[config.mk]
export PLATFORM = sky130hd
export DESIGN_NAME = d_skid_buffer
export DESIGN_NICKNAME = d
export VERILOG_FILES = /design/src/rtl/d_skid_buffer.sv
export SDC_FILE = /design/constraint.sdc
export NUM_CORES = 1
export LEC_CHECK = 0
export CORE_AREA = 10 10 47 49
export CTS_CLUSTER_DIAMETER = 150
export DETAILED_ROUTE_END_ITERATION = 12
export DIE_AREA = 0 0 57 59
export PLACE_DENSITY_LB_ADDON = 0.12
export RECOVER_POWER = 50
export SYNTH_ARGS = -nofsm -noshare
export SYNTH_HDL_FRONTEND = slang
export SYNTH_SLANG_ARGS = --single-unit
[constraint.sdc]
create_clock -name clk -period 1.05 [get_ports clk]
set_input_delay 0.21 -clock clk [delete_from_list [all_inputs] [get_ports clk]]
set_output_delay 0.21 -clock clk [all_outputs]
set_load 0.01 [all_outputs]
[src/rtl/d_skid_buffer.sv]
// Full-throughput valid/ready register slice with a one-word skid entry.
// Every output (m_valid, m_data, s_ready, occupancy) comes straight from a flop.
module d_skid_buffer #(
    parameter int             WDT       = 1,
    parameter logic [WDT-1:0] RESET_VAL = {WDT{1'b0}}
) (
    input  logic           clk,
    input  logic           rst_n,
    input  logic           s_valid,
    output logic           s_ready,
    input  logic [WDT-1:0] s_data,
    output logic           m_valid,
    input  logic           m_ready,
    output logic [WDT-1:0] m_data,
    output logic [1:0]     occupancy
);

    // The encoding doubles as the word count reported on occupancy.
    typedef enum logic [1:0] {
        ST_EMPTY = 2'd0,
        ST_BUSY  = 2'd1,
        ST_FULL  = 2'd2
    } state_t;

    state_t         state_q;
    state_t         state_d;
    logic           m_valid_q;
    logic           m_valid_d;
    logic           s_ready_q;
    logic           s_ready_d;
    logic [WDT-1:0] m_data_q;
    logic [WDT-1:0] m_data_d;
    logic [WDT-1:0] skid_q;
    logic [WDT-1:0] skid_d;
    logic [1:0]     occ_q;
    logic [1:0]     occ_d;
    logic           in_s;
    logic           out_s;

    assign in_s  = s_valid & s_ready_q;
    assign out_s = m_valid_q & m_ready;

    // Next-state and next-output logic; s_ready_q stays low in EMPTY only
    // until the first edge after reset release.
    always_comb begin
        state_d   = state_q;
        m_valid_d = m_valid_q;
        s_ready_d = s_ready_q;
        m_data_d  = m_data_q;
        skid_d    = skid_q;

        case (state_q)
            ST_EMPTY: begin
                s_ready_d = 1'b1;
                if (in_s) begin
                    m_data_d  = s_data;
                    m_valid_d = 1'b1;
                    state_d   = ST_BUSY;
                end else begin
                    m_valid_d = 1'b0;
                end
            end
            ST_BUSY: begin
                if (in_s && out_s) begin
                    m_data_d = s_data;
                end else if (in_s) begin
                    skid_d    = s_data;
                    s_ready_d = 1'b0;
                    state_d   = ST_FULL;
                end else if (out_s) begin
                    m_valid_d = 1'b0;
                    state_d   = ST_EMPTY;
                end else begin
                    state_d = ST_BUSY;
                end
            end
            ST_FULL: begin
                if (out_s) begin
                    m_data_d  = skid_q;
                    s_ready_d = 1'b1;
                    state_d   = ST_BUSY;
                end else begin
                    state_d = ST_FULL;
                end
            end
            default: begin
                state_d   = ST_EMPTY;
                m_valid_d = 1'b0;
                s_ready_d = 1'b0;
            end
        endcase

        occ_d = 2'(state_d);
    end

    // State and output registers, cleared asynchronously.
    always_ff @(posedge clk or negedge rst_n) begin
        if (!rst_n) begin
            state_q   <= ST_EMPTY;
            m_valid_q <= 1'b0;
            s_ready_q <= 1'b0;
            m_data_q  <= RESET_VAL;
            skid_q    <= RESET_VAL;
            occ_q     <= 2'd0;
        end else begin
            state_q   <= state_d;
            m_valid_q <= m_valid_d;
            s_ready_q <= s_ready_d;
            m_data_q  <= m_data_d;
            skid_q    <= skid_d;
            occ_q     <= occ_d;
        end
    end

    assign s_ready   = s_ready_q;
    assign m_valid   = m_valid_q;
    assign m_data    = m_data_q;
    assign occupancy = occ_q;

endmodule

# After elaboration in Yosys (flattened, before gate mapping)
# Index checks and enable logic that the tools add are counted.
dict set report op_classes {
  mux 19
  n_eq_ne 9
  n_bitwise 4
  reduce_logical 8
}
# operator n
set op_table {}
lappend op_table {{inequality test 2 bit, second input constant} 7}
lappend op_table {{two-way mux 1 bit} 11}
lappend op_table {{case mux 1 bit (3 select lines)} 3}
lappend op_table {{two-way mux 2 bit} 4}
lappend op_table {{AND reduction 4 bit} 2}
lappend op_table {{case mux 2 bit (3 select lines)} 1}
lappend op_table {{AND reduction 3 bit} 2}
lappend op_table {{nonzero test 3 bit} 1}
lappend op_table {{bitwise AND 1 bit} 2}
lappend op_table {{== test 2 x 1 -> 1 bit, second input constant} 1}
lappend op_table {{== test 2 bit, second input constant} 1}
lappend op_table {{logical NOT 2 bit} 1}
lappend op_table {{inverter 1 bit} 2}
lappend op_table {{AND reduction 2 bit} 1}
lappend op_table {{logical AND 1 bit} 1}
dict set report totals {
  wordCells 45
  in_bits 5
  ff_bits 6
}

# Depth between registers and ports, before layout
dict set report depth {
  ltp_word 5
  depth_mapped 5
  mapped_depth_nobuf 4
}

# Worst setup path after synthesis
# No wires, ideal clock.
dict set report synth_path {
  path_kind {register -> register}
  startpoint {register, netlist name occupancy[1]}
  endpoint {register skid_q}
  n_path_buf 1
  t_arrival_ns 1.048
  path_slack_ns -0.124
  setup_ns 0.125
  path_stages_with_launch 5
  cell_sequence {dfrtp_1 buf_6 nor2_4 nand3_2 mux2_4}
}
# item line
set synth_rtl {}
lappend synth_rtl {{to (signal assigned)} 110} ;# skid_q <= skid_d;
lappend synth_rtl {{to (decl)} 33} ;# logic [WDT-1:0] skid_q;

# Final worst setup path
dict set report layout_path {
  startpoint {register s_ready_q, in the netlist s_ready}
  endpoint {register m_data_q, in the netlist m_data}
}
dict set report layout_via {
  elab_chain_cells 4
  elab_cells_between_ends 5
  classes_between {eq/ne: 2; bitwise: 1; reduce/logical: 2}
}
# item line
set layout_rtl {}
lappend layout_rtl {{from (decl)} 29} ;# logic s_ready_q;
lappend layout_rtl {{from (signal assigned)} 108} ;# s_ready_q <= s_ready_d;
lappend layout_rtl {{bitwise AND 1 bit (*)} 40} ;# assign in_s = s_valid & s_ready_q;
lappend layout_rtl {{logical AND 1 bit} 64} ;# if (in_s && out_s) begin
lappend layout_rtl {{inequality test 2 bit (no line)} -}
lappend layout_rtl {{AND reduction 4 bit (no line) (*)} -}
lappend layout_rtl {{to (signal assigned)} 109} ;# m_data_q <= m_data_d;
lappend layout_rtl {{to (decl)} 31} ;# logic [WDT-1:0] m_data_q;
# Every way passes the cells marked *; elsewhere a longest branch is shown, timed or not.
# A chain may end at the register's enable or synchronous reset.

==> results.cfg <==
[global_route]
grt-ovfl-total = 0
grt_max_degree = 10
grt_antenna_before_repair = 0
grt_pass1_wl_um = 1640
grt_pass1_vias = 372
grt_use_total = 0.0625

[logic_synthesis]
syn_area_um2 = 354
synth_cell_types = 20
yosysSeqAreaShare = 0.424
avgSynthCellArea_um2 = 9.84
netlist_instances = 36
synthesis.nets = 41
yosys_warnings = 0
yosys_register_bits = 6

[setup_path]
arrival_ps = 1320
crit_slowest_cell = dfrtp_1
path_cells = nand2_2 > buf_6 > nor3_1 > a311oi_2 > a211oi_2
max_stage_delay_ps = 380
critical_path_class = reg2reg
path_buf_inv = 1
critPathMaxFanout = 4
cp.required_ps = 1220
end_kind = flop
start_kind = flop
crit_family = flip-flops

[clocking]
cts_tree = built
hold_buffers = 0
clk_pin_slew_ps = 50
h-tree-depth = 1
cts.sinks = 6
cts_root_buffer = clkbuf_4
clock_path_buffers = 2
insertion_delay_ps = 250
cts_buffers = 3

[finish]
fin_cells = 73
areaGrowthSynthToFinish_pct = 58.7
drive_gt1_frac = 0.526
n_antenna_cell = 0
post-route-cell-area_um2 = 562
nNetsFinal = 64

[floorplan]
core_area_um2 = 1400
rows = 14
start_util = 0.253
die_area_um2 = 3360
die_w_um = 57
ios = 10
chipHeight_um = 59

[drt]
ant_nets = 0
viasPerCell = 4.79
drc = 0
routed_wl_um = 1030
num_vias = 350
routedWlPerCell_um = 14.1
drt_iter0_drc = 10
dr.pass1.iters = 4

[sta]
finalWorstSetupSlack_ps = -97.6
finalSetupViolCount = 3
period_minus_slack_ps = 1150
max_slew_margin = 0.806
fin_crit_sh = 1.09
fmax_mhz = 871
finalMaxSlewViolations = 0
rsz0062_at_grt = yes
fin_skew_ps = 0.486
hold_viol_final = 0
worst_slew_pin_slew_ps = 289

[placed_design]
post_dp_cell_area_um2 = 509
dpl.hpwl_um = 702
place.gp.congestion = 0.782
place_inst = 68
port_buffers = 9

[power]
power_frac_comb = 0.617
pwr-share-clk = 0.134
internal_power_mw = 1.03
p_sw_frac = 0.395
ir_drop_v = 0.00108
switchingPower_mw = 0.671
pwr_density_cell_nw_per_um2 = 3020
seqPwrFrac = 0.249
power.leakage_nw = 0.259

[min_path]
hold_class = in2async

[outcome]
violations = negative setup slack
run_status = finished, violations left

[run]
drv_cap = 0
cells in the mapped netlist, drive strengths merged:
cell type	n	area share
a211oi	1	0.021
a21oi	6	0.085
a311oi	1	0.025
and3	1	0.021
buf	2	0.064
dfrtp	6	0.42
inv	1	0.011
mux2	1	0.042
nand2	3	0.046
nand2b	1	0.039
nand3	1	0.028
nor2	4	0.064
nor2b	1	0.018
nor3	2	0.028
o21ai	3	0.042
o22a	1	0.025
o22ai	1	0.018
power groups by stage:
stage               clock network [mW]  logic, mW  registers [mW]
floorplan                            0      0.495           0.466
global placement                     0      0.929           0.407
detailed placement                   0      0.939           0.415
CTS                              0.231      0.994           0.417
global route                     0.242       1.14           0.440
finish                           0.228       1.05           0.423
path summary, 6_finish.rpt:
kind                               from           end  slack (ps)  cells after the start
worst max-delay path            s_ready        m_data        -100                      5
worst min-delay path              rst_n  occupancy[1]         270                      1
worst max register to register  s_ready        m_data        -100                      5
worst min register to register   skid_q        skid_q         530                      1
max in group asynchronous         rst_n       s_ready         560                      1
min in group clk                m_ready  occupancy[0]         470                      3
what timing repair did:
action | CTS | global route
hold endpoints to repair | 0 | 0
setup buffers | 2 | 0
setup endpoints to repair | 10 | 7
resized for setup | 27 | 5
pin swaps | 3 | 4
layout by cell type (no fill, tap or decap), drive strengths merged, types with 2 or more instances in the layout:
master and count:
buf 15, dfrtp 6, a21oi 6, nor2 4
clkbuf 4, nand2 3, o21ai 3, nor3 2
dlygate4sd2 2
per-stage QoR:
stage	setup WS, ps	hold WS (ps)	power [mW]	TNS [ps]	utilization
3_3_place_gp	-352	481	1.34	-1940	0.363
2_1_floorplan	-89.8	-85.6	0.961	-117	-
3_5_place_dp	-387	482	1.35	-2130	0.363
5_1_grt	-155	311	1.82	-459	0.401
4_1_cts	-68.6	218	1.64	-212	0.390
6_report	-97.6	273	1.70	-168	0.401
flip-flops by register name (all words and copies together), names as in the netlist:
register,flops
occupancy,2
m_valid,1
m_data,1
skid_q,1
s_ready,1
worst reg2reg max path, delay by kind of cell, from the launching register on:
| family | cells | cell delay, ps |
|---|---|---|
| DFF | 1 | 380 |
| AOI/OAI and AO/OA | 2 | 220 |
| and+or+nand+nor | 2 | 320 |
| buffers and inverters | 1 | 140 |
metal layers:
layer	up-vias	global-route usage	share of wire
li1	171	-	-
met1	168	0.0698	0.44
met2	9	0.0961	0.48
met3	2	0.0258	0.063
met4	0	0.0403	0.017
met5	-	0	0
cell type report:
type,instances,area (um^2)
Timing Repair Buffer,20,164
Tap cell,16,20.0
Clock buffer,3,22.5
Multi-Input combinational cell,27,201
Inverter,1,3.75
Fill cell,153,840
Sequential cell,6,150
logic make-up (layout without fill, tap and decap cells):
kind of cell,count (synthesis),in the layout,share of synthesized area
AOI/OAI and AO/OA,13,13,0.216
muxes,1,1,0.0424
DFF,6,6,0.424
buffers and inverters,3,24,0.0742
and+or+nand+nor,13,13,0.244
No activity file was read; power rests on OpenSTA's default activity.
